$ cat src/rtl/seq_pattern_detector.sv
// seq_pattern_detector
//   Serial pattern detector. Takes one qualified bit per clock, compares the
//   last N accepted bits (first-received bit in the MSB) with a programmable
//   pattern, and emits a one-cycle match pulse plus a saturating match count.
//   Overlapping or non-overlapping matching is selected at run time.
//
// Ports
//   clk        in   rising-edge clock
//   reset      in   synchronous active-high reset (beats load and valid)
//   a          in   serial data bit
//   valid      in   a is accepted only when high
//   load       in   load pattern_in; clears window, fill and count (beats valid)
//   pattern_in in   [N-1:0] pattern to load
//   overlap    in   1 = overlapping matches, 0 = each match needs N fresh bits
//   y          out  one-cycle match pulse, registered on the completing edge
//   count      out  [CNT_W-1:0] matches since reset/load, saturating
//   sat        out  high while count is all ones
module seq_pattern_detector #(
  parameter int             N       = 4,
  parameter logic [N-1:0]   PATTERN = 4'b1101,
  parameter int             CNT_W   = 8
) (
  input  logic             clk,
  input  logic             reset,
  input  logic             a,
  input  logic             valid,
  input  logic             load,
  input  logic [N-1:0]     pattern_in,
  input  logic             overlap,
  output logic             y,
  output logic [CNT_W-1:0] count,
  output logic             sat
);

  localparam int FW = $clog2(N + 1);
  localparam logic [FW-1:0] FILL_FULL = FW'(N);

  logic [N-1:0]     window_q, window_d;
  logic [N-1:0]     pattern_q, pattern_d;
  logic [FW-1:0]    fill_q, fill_d;
  logic [CNT_W-1:0] count_q, count_d;
  logic             y_q, y_d;

  logic [N-1:0]     window_nxt;
  logic [FW-1:0]    fill_nxt;
  logic             match;

  // Window and fill as they would be after accepting the current bit.
  assign window_nxt = {window_q[N-2:0], a};
  assign fill_nxt   = (fill_q == FILL_FULL) ? fill_q : fill_q + 1'b1;
  assign match      = valid && !load && (fill_nxt == FILL_FULL) &&
                      (window_nxt == pattern_q);

  always_comb begin
    window_d  = window_q;
    pattern_d = pattern_q;
    fill_d    = fill_q;
    count_d   = count_q;
    y_d       = 1'b0;
    if (load) begin
      // The bit presented with load is dropped.
      pattern_d = pattern_in;
      window_d  = '0;
      fill_d    = '0;
      count_d   = '0;
    end else if (valid) begin
      window_d = window_nxt;
      fill_d   = fill_nxt;
      if (match) begin
        y_d = 1'b1;
        if (count_q != {CNT_W{1'b1}}) count_d = count_q + 1'b1;
        // Non-overlap: restart filling so the next match needs N new bits.
        if (!overlap) fill_d = '0;
      end
    end
  end

  always_ff @(posedge clk) begin
    if (reset) begin
      window_q  <= '0;
      pattern_q <= PATTERN;
      fill_q    <= '0;
      count_q   <= '0;
      y_q       <= 1'b0;
    end else begin
      window_q  <= window_d;
      pattern_q <= pattern_d;
      fill_q    <= fill_d;
      count_q   <= count_d;
      y_q       <= y_d;
    end
  end

  assign y     = y_q;
  assign count = count_q;
  assign sat   = (count_q == {CNT_W{1'b1}});

endmodule

$ cat config.mk
export PLATFORM = sky130hd
export DESIGN_NAME = seq_pattern_detector
export DESIGN_NICKNAME = d
export VERILOG_FILES = /design/src/rtl/seq_pattern_detector.sv
export SDC_FILE = /design/constraint.sdc
export NUM_CORES = 1
export LEC_CHECK = 0
export CORE_MARGIN = 2
export CORE_UTILIZATION = 40
export CTS_BUF_LIST = sky130_fd_sc_hd__clkbuf_2
export DETAILED_ROUTE_END_ITERATION = 10
export PLACE_DENSITY = 0.66
export SYNTH_ARGS = -nofsm -noshare
export SYNTH_HDL_FRONTEND = slang
export SYNTH_SLANG_ARGS = --single-unit
$ cat constraint.sdc
create_clock -name clk -period 3.6 [get_ports clk]
set_input_delay 0.72 -clock clk [delete_from_list [all_inputs] [get_ports clk]]
set_output_delay 0.72 -clock clk [all_outputs]
set_load 0.05 [all_outputs]
==> flow_summary.yaml <==
floorplan:
  die-height_um: 53.1
  initial_core_util_pct: 42.8
  pin_count: 20
  placementRows: 17
  die_area_mm2: 0.00282
  fp.dieW_um: 53.1
  core_area_mm2: 0.00225
worst_setup_path:
  crit_path_start_kind: "register"
  cp.arrival_ns: 2.47
  max_stage_delay_ns: 0.88
  reg2reg_slack_ns: 1.47
  crit_slowest_cell: "clkdlybuf4s50_1"
  path_max_fanout: 13
  crit_chain: "ha_1, and3_1, and3_1, clkdlybuf4s50_1"
  worstSetupPathType: "reg2out"
  cp_common_cell: "and3_1"
  crit_path_end_kind: "primary output"
  worstPathRequired_ns: 2.88
clocking:
  clkTransAtPathRegs_ns: 0.20
  cts.sinks: 19
  insertion_delay_ns: 0.33
  clk_path_buf_depth: 2
  cts_htree_levels: 1
  cts_setup_buffers: 0
  cts_tree: "built"
  cts.repair.resized: 0
  hold_buffers: 0
  cts_made_buffers: 3
  cts_root_buf: "clkbuf_2"
sta:
  maxSlewViolCount: 0
  holdWs_ns: 0.511
  worst-slew-pin-transition_ns: 0.503
  hold_violations: 0
  clock.fmax_mhz: 314
  fin_skew_ns: 0.0241
  finalCriticalPeriod_ns: 3.19
  slew_headroom_pct: 66.3
  fin_tns_setup_ns: 0
  setup-violations-final: 0
  min_period_over_period_pct: 88.6
  setup_slack_ns: 0.410
  rsz0062_at_grt: "false"
global_route:
  antenna_found_initial: 0
  grt_max_degree: 16
  grt_pass1_wl_mm: 3.19
  grt_pass1_vias: 744
  grt-ovfl-total: 0
  track_usage_pct: 15.6
finish:
  nNetsFinal: 138
  area_delta_synth_final_pct: 22.6
  drive_above_1_share_pct: 8.87
  final_cell_mix: "dfxtp_1 (19), clkdlybuf4s50_1 (19), nor2_1 (9)"
  stdcell_count: 152
  diodes: 0
power_and_ir_drop:
  power_leakage_nw: 0.422
  irDropWorstVdd_v: 0.000213
  finalPower_uw: 346
  p_per_area_mw_per_mm2: 293
drt:
  drc: 0
  vias: 792
  wire_per_inst_um: 11.8
  wirelength_mm: 1.79
  drtPass1Iterations: 4
  ant_nets: 0
  viasPerCell: 5.21
  drtIter0Drc: 15
logic_synthesis:
  synth-simple-area-share_pct: 28.0
  ys_seq_elements: 19
  synthXorXnorAreaFrac_pct: 4.54
  yosysUniqueCellTypes: 34
  yosysSeqAreaShare_pct: 39.4
  netlist_instances: 106
  synth-adder-area-share_pct: 3.89
  synth_area_um2: 965
  synth.mux.area_fraction_pct: 6.36
  synth_compound_area_share_pct: 13.7
  synth_edf_count: 0
  synthArstFlopShare_pct: 0
  avgSynthCellArea_um2: 9.10
  synth_top_family_by_area: "simple AND/OR/NAND/NOR gates"
  yosysWarnings: 0
  synth_flop_cell: "dfxtp_1"
  synth_nets: 119
place:
  place_congestion: 0.817
  numPortBuffers: 19
  place_inst: 148
  dpl_worst_slack_ns: 0.828
  hpwlAfterDp_mm: 1.33
status:
  status: "finished clean"
worst_hold_path:
  hold_class: "reg2reg"
job:
  cap_violations: 0
power breakdown:
part / switching (mW) / internal, mW
clock network: 0.0688 / 0.0251
logic: 0.0142 / 0.0202
registers: 0.00311 / 0.215
logic make-up (layout without fill, tap and decap cells):
kind of cell    count (synthesis)  in the layout
compound gates                 20             20
xor+xnor                        5              5
fa+ha+maj                       3              3
buf+inv                         8             26
flops                          19             19
mux                             6              6
simple gates                   45             45
stage by stage:
stage,area [um2],utilization [%]
after floorplan,965,-
after global placement,1160,51.6
after CTS,1180,52.4
final,1180,52.4
after global routing,1180,52.4
after detailed placement,1160,51.6
worst max-delay path: cells and delay by family, from the launching register on:
family	cells	cell delay, ns
buffers and inverters	1	0.88
and+or+nand+nor	2	0.59
DFF	1	0.45
adders and majority gates	1	0.22
Yosys cell counts (2+ instances only):
master,count,area (um2)
a211o_1,3,26.3
o31ai_1,3,22.5
and3_1,4,25.0
nand2_1,4,15.0
a21oi_1,7,35.0
or4_1,2,15.0
nand2b_1,2,12.5
nor4_1,2,12.5
or3_1,3,18.8
nand3_1,7,35.0
nor2_1,9,33.8
clkbuf_1,2,7.51
inv_1,3,11.3
xnor2_1,4,35.0
o21ai_0,3,15.0
buf_4,2,15.0
ha_1,3,37.5
nor2b_1,5,31.3
dfxtp_1,19,380
mux2i_1,5,50.1
area by class of cell:
| cell class | count | area, um2 |
|---|---|---|
| sequential | 19 | 380 |
| inverter | 3 | 11.3 |
| multi-input combinational | 79 | 546 |
| clock inverter | 1 | 5.00 |
| tap | 28 | 35.0 |
| timing repair buffer | 19 | 190 |
| clock buffer | 3 | 15.0 |
| fill | 243 | 1070 |
flip-flops by register name, summed over array words and instances (netlist names):
name	cells
count	8
fill_q	3
pattern_q	4
window_q	3
y	1
worst paths after layout:
kind	endpoint	cells after the start	from
worst max-delay path	sat	4	count[1]$_SDFFE_PP0P_
worst min-delay path	fill_q[1]$_SDFFE_PP0P_	2	fill_q[1]$_SDFFE_PP0P_
worst max register to register	count[3]$_SDFFE_PP0P_	7	fill_q[0]$_SDFFE_PP0P_
worst min register to register	fill_q[1]$_SDFFE_PP0P_	2	fill_q[1]$_SDFFE_PP0P_
routing by layer:
layer	part of all wire, %	track usage [%]	vias to the layer above
met2	46	24.8	19
met4	1.4	8.12	0
li1	-	-	413
met5	0	0	-
met3	4.6	3.95	4
met1	48	19.3	356
Power figures use the tool's default switching activity.
